==> config.mk <==
export PLATFORM = sky130hd
export DESIGN_NAME = regfile_scoreboard_flat
export DESIGN_NICKNAME = d
export VERILOG_FILES = /design/src/rtl/regfile_scoreboard_if.sv /design/src/rtl/regfile_scoreboard.sv /design/src/flat_wrapper.sv
export SDC_FILE = /design/constraint.sdc
export NUM_CORES = 2
export LEC_CHECK = 0
export CAP_MARGIN = 5
export CORE_UTILIZATION = 34
export CTS_CLUSTER_DIAMETER = 50
export DETAILED_ROUTE_END_ITERATION = 7
export PLACE_DENSITY = 0.53
export SYNTH_ARGS = -nofsm -noshare
export SYNTH_HDL_FRONTEND = slang
export SYNTH_SLANG_ARGS = --single-unit
export TNS_END_PERCENT = 100
==> constraint.sdc <==
create_clock -name clk -period 78.2 [get_ports clk]
set_clock_uncertainty 0.2 [all_clocks]
set_input_delay 15.64 -clock clk [delete_from_list [all_inputs] [get_ports clk]]
set_output_delay 15.64 -clock clk [all_outputs]
set_load 0.01 [all_outputs]
==> src/rtl/regfile_scoreboard_if.sv <==
// Bus bundle between the pipeline stages and the register file / busy scoreboard.
// The master side is the pipeline (decode, issue, writeback); the slave side is the register file.
interface regfile_scoreboard_if #(
   parameter int XLEN     = 32,
   parameter int NUM_REGS = 32,
   parameter int NUM_RD   = 2,
   parameter int NUM_WR   = 2
);
   localparam int AW = $clog2(NUM_REGS);

   logic [NUM_RD*AW-1:0]   rs_addr;
   logic [NUM_RD*XLEN-1:0] rs_data;
   logic [NUM_RD-1:0]      rs_busy;
   logic [NUM_WR-1:0]      wr_en;
   logic [NUM_WR*AW-1:0]   wr_addr;
   logic [NUM_WR*XLEN-1:0] wr_data;
   logic                   issue_en;
   logic [AW-1:0]          issue_rd;
   logic                   flush;
   logic                   stall;
   logic [AW:0]            busy_count;

   modport master (
      output rs_addr, wr_en, wr_addr, wr_data, issue_en, issue_rd, flush,
      input  rs_data, rs_busy, stall, busy_count
   );

   modport slave (
      input  rs_addr, wr_en, wr_addr, wr_data, issue_en, issue_rd, flush,
      output rs_data, rs_busy, stall, busy_count
   );
endinterface

==> src/rtl/regfile_scoreboard.sv <==
// Multi-port integer register file with optional write-to-read bypass and a
// per-register busy scoreboard. Register 0 is hardwired to zero and never busy.
module regfile_scoreboard #(
   parameter int XLEN     = 32,
   parameter int NUM_REGS = 32,
   parameter int NUM_RD   = 2,
   parameter int NUM_WR   = 2,
   parameter int BYPASS   = 1
) (
   input  logic                clk,
   input  logic                rst,
   regfile_scoreboard_if.slave bus
);
   localparam int AW = $clog2(NUM_REGS);

   logic [XLEN-1:0]        regs_r [NUM_REGS];
   logic [NUM_REGS-1:0]    busy_r;
   logic [AW:0]            busy_count_r;
   logic [NUM_REGS-1:0]    busy_next_s;
   logic [NUM_RD*XLEN-1:0] rd_data_s;
   logic [NUM_RD-1:0]      rd_busy_s;
   logic                   stall_s;
   logic                   issue_ok_s;

   // Population count of a busy vector; fits in AW+1 bits.
   function automatic logic [AW:0] count_ones(input logic [NUM_REGS-1:0] v);
      logic [AW:0] c;
      c = {(AW+1){1'b0}};
      for (int k = 0; k < NUM_REGS; k++) begin
         c = c + {{AW{1'b0}}, v[k]};
      end
      return c;
   endfunction

   // WAW hazard detection and the qualified issue that may set a busy bit.
   always_comb begin
      stall_s    = bus.issue_en && (bus.issue_rd != {AW{1'b0}}) && busy_r[bus.issue_rd];
      issue_ok_s = bus.issue_en && (bus.issue_rd != {AW{1'b0}}) && !busy_r[bus.issue_rd];
   end

   // Next busy vector: write clears, then a new producer sets, then flush clears all.
   always_comb begin
      busy_next_s = busy_r;
      for (int p = 0; p < NUM_WR; p++) begin
         busy_next_s[bus.wr_addr[p*AW +: AW]] = bus.wr_en[p] ? 1'b0
                                                : busy_next_s[bus.wr_addr[p*AW +: AW]];
      end
      busy_next_s[bus.issue_rd] = issue_ok_s ? 1'b1 : busy_next_s[bus.issue_rd];
      busy_next_s    = bus.flush ? {NUM_REGS{1'b0}} : busy_next_s;
      busy_next_s[0] = 1'b0;
   end

   // Read ports: stored value, optionally overridden by a same-cycle write (highest port wins).
   always_comb begin
      rd_data_s = {(NUM_RD*XLEN){1'b0}};
      rd_busy_s = {NUM_RD{1'b0}};
      for (int i = 0; i < NUM_RD; i++) begin
         rd_data_s[i*XLEN +: XLEN] = regs_r[bus.rs_addr[i*AW +: AW]];
         rd_busy_s[i]              = busy_r[bus.rs_addr[i*AW +: AW]];
         for (int p = 0; p < NUM_WR; p++) begin
            rd_data_s[i*XLEN +: XLEN] =
               ((BYPASS != 0) && bus.wr_en[p] && (bus.wr_addr[p*AW +: AW] == bus.rs_addr[i*AW +: AW]))
               ? bus.wr_data[p*XLEN +: XLEN] : rd_data_s[i*XLEN +: XLEN];
            rd_busy_s[i] =
               ((BYPASS != 0) && bus.wr_en[p] && (bus.wr_addr[p*AW +: AW] == bus.rs_addr[i*AW +: AW]))
               ? 1'b0 : rd_busy_s[i];
         end
         rd_data_s[i*XLEN +: XLEN] = (bus.rs_addr[i*AW +: AW] == {AW{1'b0}})
                                     ? {XLEN{1'b0}} : rd_data_s[i*XLEN +: XLEN];
         rd_busy_s[i] = (bus.rs_addr[i*AW +: AW] == {AW{1'b0}}) ? 1'b0 : rd_busy_s[i];
      end
   end

   // Register storage: ascending port order so the highest-index write to an address lands last.
   always_ff @(posedge clk or posedge rst) begin
      if (rst) begin
         for (int r = 0; r < NUM_REGS; r++) begin
            regs_r[r] <= {XLEN{1'b0}};
         end
      end else begin
         for (int p = 0; p < NUM_WR; p++) begin
            if (bus.wr_en[p] && (bus.wr_addr[p*AW +: AW] != {AW{1'b0}})) begin
               regs_r[bus.wr_addr[p*AW +: AW]] <= bus.wr_data[p*XLEN +: XLEN];
            end
         end
      end
   end

   // Scoreboard state and its registered population count.
   always_ff @(posedge clk or posedge rst) begin
      if (rst) begin
         busy_r       <= {NUM_REGS{1'b0}};
         busy_count_r <= {(AW+1){1'b0}};
      end else begin
         busy_r       <= busy_next_s;
         busy_count_r <= count_ones(busy_next_s);
      end
   end

   assign bus.rs_data    = rd_data_s;
   assign bus.rs_busy    = rd_busy_s;
   assign bus.stall      = stall_s;
   assign bus.busy_count = busy_count_r;
endmodule

==> src/flat_wrapper.sv <==
// flat-port wrapper written by rule: the top's interface ports become plain ports
module regfile_scoreboard_flat 
#(
   parameter int XLEN     = 32,
   parameter int NUM_REGS = 32,
   parameter int NUM_RD   = 2,
   parameter int NUM_WR   = 2,
   parameter int BYPASS   = 1
)
  (clk, rst, bus_rs_addr, bus_wr_en, bus_wr_addr, bus_wr_data, bus_issue_en, bus_issue_rd, bus_flush, bus_rs_data, bus_rs_busy, bus_stall, bus_busy_count);
  regfile_scoreboard_if #(.XLEN(XLEN), .NUM_REGS(NUM_REGS), .NUM_RD(NUM_RD), .NUM_WR(NUM_WR)) bus_i ();
  input  logic clk;
  input  logic rst;
  input wire logic [$bits(bus_i.rs_addr)-1:0] bus_rs_addr;
  input wire logic [$bits(bus_i.wr_en)-1:0] bus_wr_en;
  input wire logic [$bits(bus_i.wr_addr)-1:0] bus_wr_addr;
  input wire logic [$bits(bus_i.wr_data)-1:0] bus_wr_data;
  input wire logic [$bits(bus_i.issue_en)-1:0] bus_issue_en;
  input wire logic [$bits(bus_i.issue_rd)-1:0] bus_issue_rd;
  input wire logic [$bits(bus_i.flush)-1:0] bus_flush;
  output wire logic [$bits(bus_i.rs_data)-1:0] bus_rs_data;
  output wire logic [$bits(bus_i.rs_busy)-1:0] bus_rs_busy;
  output wire logic [$bits(bus_i.stall)-1:0] bus_stall;
  output wire logic [$bits(bus_i.busy_count)-1:0] bus_busy_count;
  assign bus_i.rs_addr = bus_rs_addr;
  assign bus_i.wr_en = bus_wr_en;
  assign bus_i.wr_addr = bus_wr_addr;
  assign bus_i.wr_data = bus_wr_data;
  assign bus_i.issue_en = bus_issue_en;
  assign bus_i.issue_rd = bus_issue_rd;
  assign bus_i.flush = bus_flush;
  assign bus_rs_data = bus_i.rs_data;
  assign bus_rs_busy = bus_i.rs_busy;
  assign bus_stall = bus_i.stall;
  assign bus_busy_count = bus_i.busy_count;
  regfile_scoreboard #(.XLEN(XLEN), .NUM_REGS(NUM_REGS), .NUM_RD(NUM_RD), .NUM_WR(NUM_WR), .BYPASS(BYPASS)) u_core (.clk(clk), .rst(rst), .bus(bus_i));
endmodule
==> metrics.txt <==
buffers inserted by post-CTS timing repair=0; detailed-routing iteration count for the pre-antenna-repair pass=6; routability cong.=0.906; Yosys top cell by area=sky130_fd_sc_hd__dfrtp_1; maximum number of pins on one net before global-route repair=160; Hold Fails Final Rpt=0; number of DRC markers in iteration 0=7,673; global-route wire length before repair=414,000 µm; worst ir drop on vdd=0.0244 mV; Synth area leaders=sky130_fd_sc_hd__dfrtp_1 (38%), sky130_fd_sc_hd__mux4_2 (21%), sky130_fd_sc_hd__mux2i_1 (15%); power per cell area=26.2 mW/mm²; FF+latch count, synth=1,061; Data required, critical path=62,360 ps; RSZ-0062 raised after global routing=no; Core Footprint=0.205 mm²; Async S/R FF share, synth=100%; starting density of the core=34.3%; via count of the first global-routing pass=54,400; type of the setup path with the least slack=in -> out; Worst Setup Start Kind=input port; Routed wire per std cell=31.7 µm; top-level port count=168; register share of total power=38.7%; final-report setup violation count=0; top cell type's share of synthesized area=37.7%; Peak Freq=27.4 MHz; most instantiated cells after synthesis=sky130_fd_sc_hd__nor2_1 (1,251), sky130_fd_sc_hd__a21oi_1 (1,133), sky130_fd_sc_hd__dfrtp_1 (1,061); total clock sinks=1,061; total routing usage reported by global routing=27.3%; net count reported at finish=6,495; area overhead of the layout relative to synthesis=13.0%; Mean Syn Cell Area=10.5 µm²; post-route core utilization=38.8%; Top cell by count, worst path=sky130_fd_sc_hd__mux4_2; instance count after placement with tap cells included=8,904; Via density=6.18; quantity of I/O buffers inserted on ports=167; transition time at the pin with the least slew margin=1340 ps; Worst R2R Setup Slack=68,470 ps; switch share=31.3%; CTS-repair resized insts=0; Switch Pwr=654 µW; synthesized cell area=0.0705 mm²; EDFF count, synth=0; source-to-sink clock delay at the later pin of the worst-skew pair=800 ps; design internal power=1440 µW; Clk pwr share=34.3%; buffer levels on the longest clock path=3; Root Buffer=sky130_fd_sc_hd__clkbuf_16; combinational share of power=27.0%; final total negative setup slack=0 ps; count of synthesis-stage warnings from yosys=0; clock-pin slew reported for the worst setup and hold paths after clock tree synthesis=60 ps; Leakage Power=0.0340 µW; Critical Path AT=20,640 ps; fillcell total=19,600; type of destination of the critical path=output port; level count of the clock H-tree=4; CTS tree=yes; min Tclk post-route=36,480 ps; post-route clock period utilization=46.7%; master of the slowest instance on the critical path=sky130_fd_sc_hd__buf_4; slew margin rel.=10.1%; sequential element share of the synthesized area=37.7%; pre-CTS setup slack=41,720 ps; antenna-violating nets left=0; Total Power Consumption=2090 µW; number of different library cells in the post-synthesis netlist=85; most instantiated library cell after synthesis=sky130_fd_sc_hd__nor2_1; layout cells sized above 1=19.4%; final max-slew violation count=0; Min-Delay Path Class=reg -> reg; CTS hold repair buffers=0; max-capacitance violation count=0; top_reg_cell synth=sky130_fd_sc_hd__dfrtp_1; HPWL after detailed placement=163,000 µm; gate count of the mapped netlist=6,692; largest driver fanout on the critical path=87; Mapped Nets=6,819; Vias=56,700; horizontal die dimension=457 µm; final setup margin=41,720 ps; Final Non-Filler Cells=9,183; run status=finished, final reports clean; DRC errors left=0; y dimension of the die=457 µm; Num CTS Buffers=150; num rows=166; series of cell instances along the critical path=buf_8 -> buf_12 -> buf_4 -> mux4_2 -> mux4_2 -> mux2i_1 -> a211oi_1 -> a21oi_1 -> nor2_1 -> clkdlybuf4s50_1; global route total overflow=0; overall die area=0.209 mm²; Routed WL=291,000 µm; initial antenna violation count=3; delay of the slowest critical-path stage=950 ps
==> sequential cells by signal, summed over array words and instances, names as in the netlist <==
register               flops
u_core.bus.busy_count      6
u_core.busy_r             31
u_core.regs_r           1024
==> cells in the final DEF, fill, tap and decap left out, types with 38 or more instances in the layout <==
cell                              Yosys  layout
sky130_fd_sc_hd__nor2_1            1251    1238
sky130_fd_sc_hd__a21oi_1           1133    1133
sky130_fd_sc_hd__dfrtp_1           1061    1061
sky130_fd_sc_hd__mux2i_1           1055    1055
sky130_fd_sc_hd__mux4_2             670     670
sky130_fd_sc_hd__buf_4                1     202
sky130_fd_sc_hd__clkdlybuf4s50_1      0     154
sky130_fd_sc_hd__clkbuf_16            0     152
sky130_fd_sc_hd__nand2_1            138     102
sky130_fd_sc_hd__a211oi_1            74      74
sky130_fd_sc_hd__inv_1               44      43
sky130_fd_sc_hd__o21ai_0             38      38
==> critical path: cells and delay by family <==
kind                   cells  cell delay, ps
and+or+nand+nor            1             140
buffers and inverters      4            2550
AOI/OAI and AO/OA          2             620
muxes                      3            1290
==> final timing paths <==
check	start	end	cells past startpoint
min in group asynchronous	rst	u_core.regs_r[262]	2
worst min register to register	u_core.regs_r[1001]	u_core.regs_r[1001]	0
worst max-delay path	bus_rs_addr[5]	bus_rs_data[48]	10
worst max register to register	u_core.busy_r[11]	u_core.bus.busy_count[4]	29
worst min-delay path	u_core.regs_r[1001]	u_core.regs_r[1001]	0
max in group asynchronous	rst	u_core.regs_r[504]	6
==> per-layer routing <==
metal / part of all wire [%] / track usage, % / wire length, µm / vias up
met5: 0 / 0 / 0 / -
met4: 4.8 / 12.2 / 14000 / 0
met3: 9.5 / 5.95 / 27700 / 677
met2: 46 / 42.7 / 134000 / 3265
met1: 40 / 36.3 / 115000 / 28900
li1: - / - / - / 23900
==> cells by family after synthesis <==
logic type,Yosys count,share of synthesized area [%]
mux,1733,36.5
simple gates,1549,8.87
compound gates,1398,11.0
flops,1061,37.7
buf+inv,893,4.83
fa+ha+maj,32,0.813
xor+xnor,26,0.323
==> area by class of cell <==
| class | instances | area (µm²) | share of cell area, % |
|---|---|---|---|
| Tap cell | 2688 | 3360 | 4.22 |
| Clock inverter | 83 | 1050 | 1.32 |
| Timing Repair Buffer | 372 | 3280 | 4.11 |
| Sequential cell | 1061 | 26600 | 33.3 |
| Clock buffer | 191 | 4150 | 5.21 |
| Inverter | 45 | 176 | 0.221 |
| Multi-Input combinational cell | 4738 | 41100 | 51.6 |
| Antenna cell | 5 | 12.5 | 0.0157 |
==> metrics by stage <==
stage	area [µm²]	hold WS, ps
2_1_floorplan	70500	241
3_3_place_gp	74500	177
3_5_place_dp	74500	183
4_1_cts	79700	195
5_1_grt	79700	207
6_report	79700	193
==> power by group through the flow <==
stage	clock, µW	combinational, µW	sequential [µW]
floorplan	0	424	775
detailed placement	0	565	811
CTS	724	565	803
finish	717	566	809
global route	747	609	824
global placement	0	554	802
(Power assumes the default switching activity.)
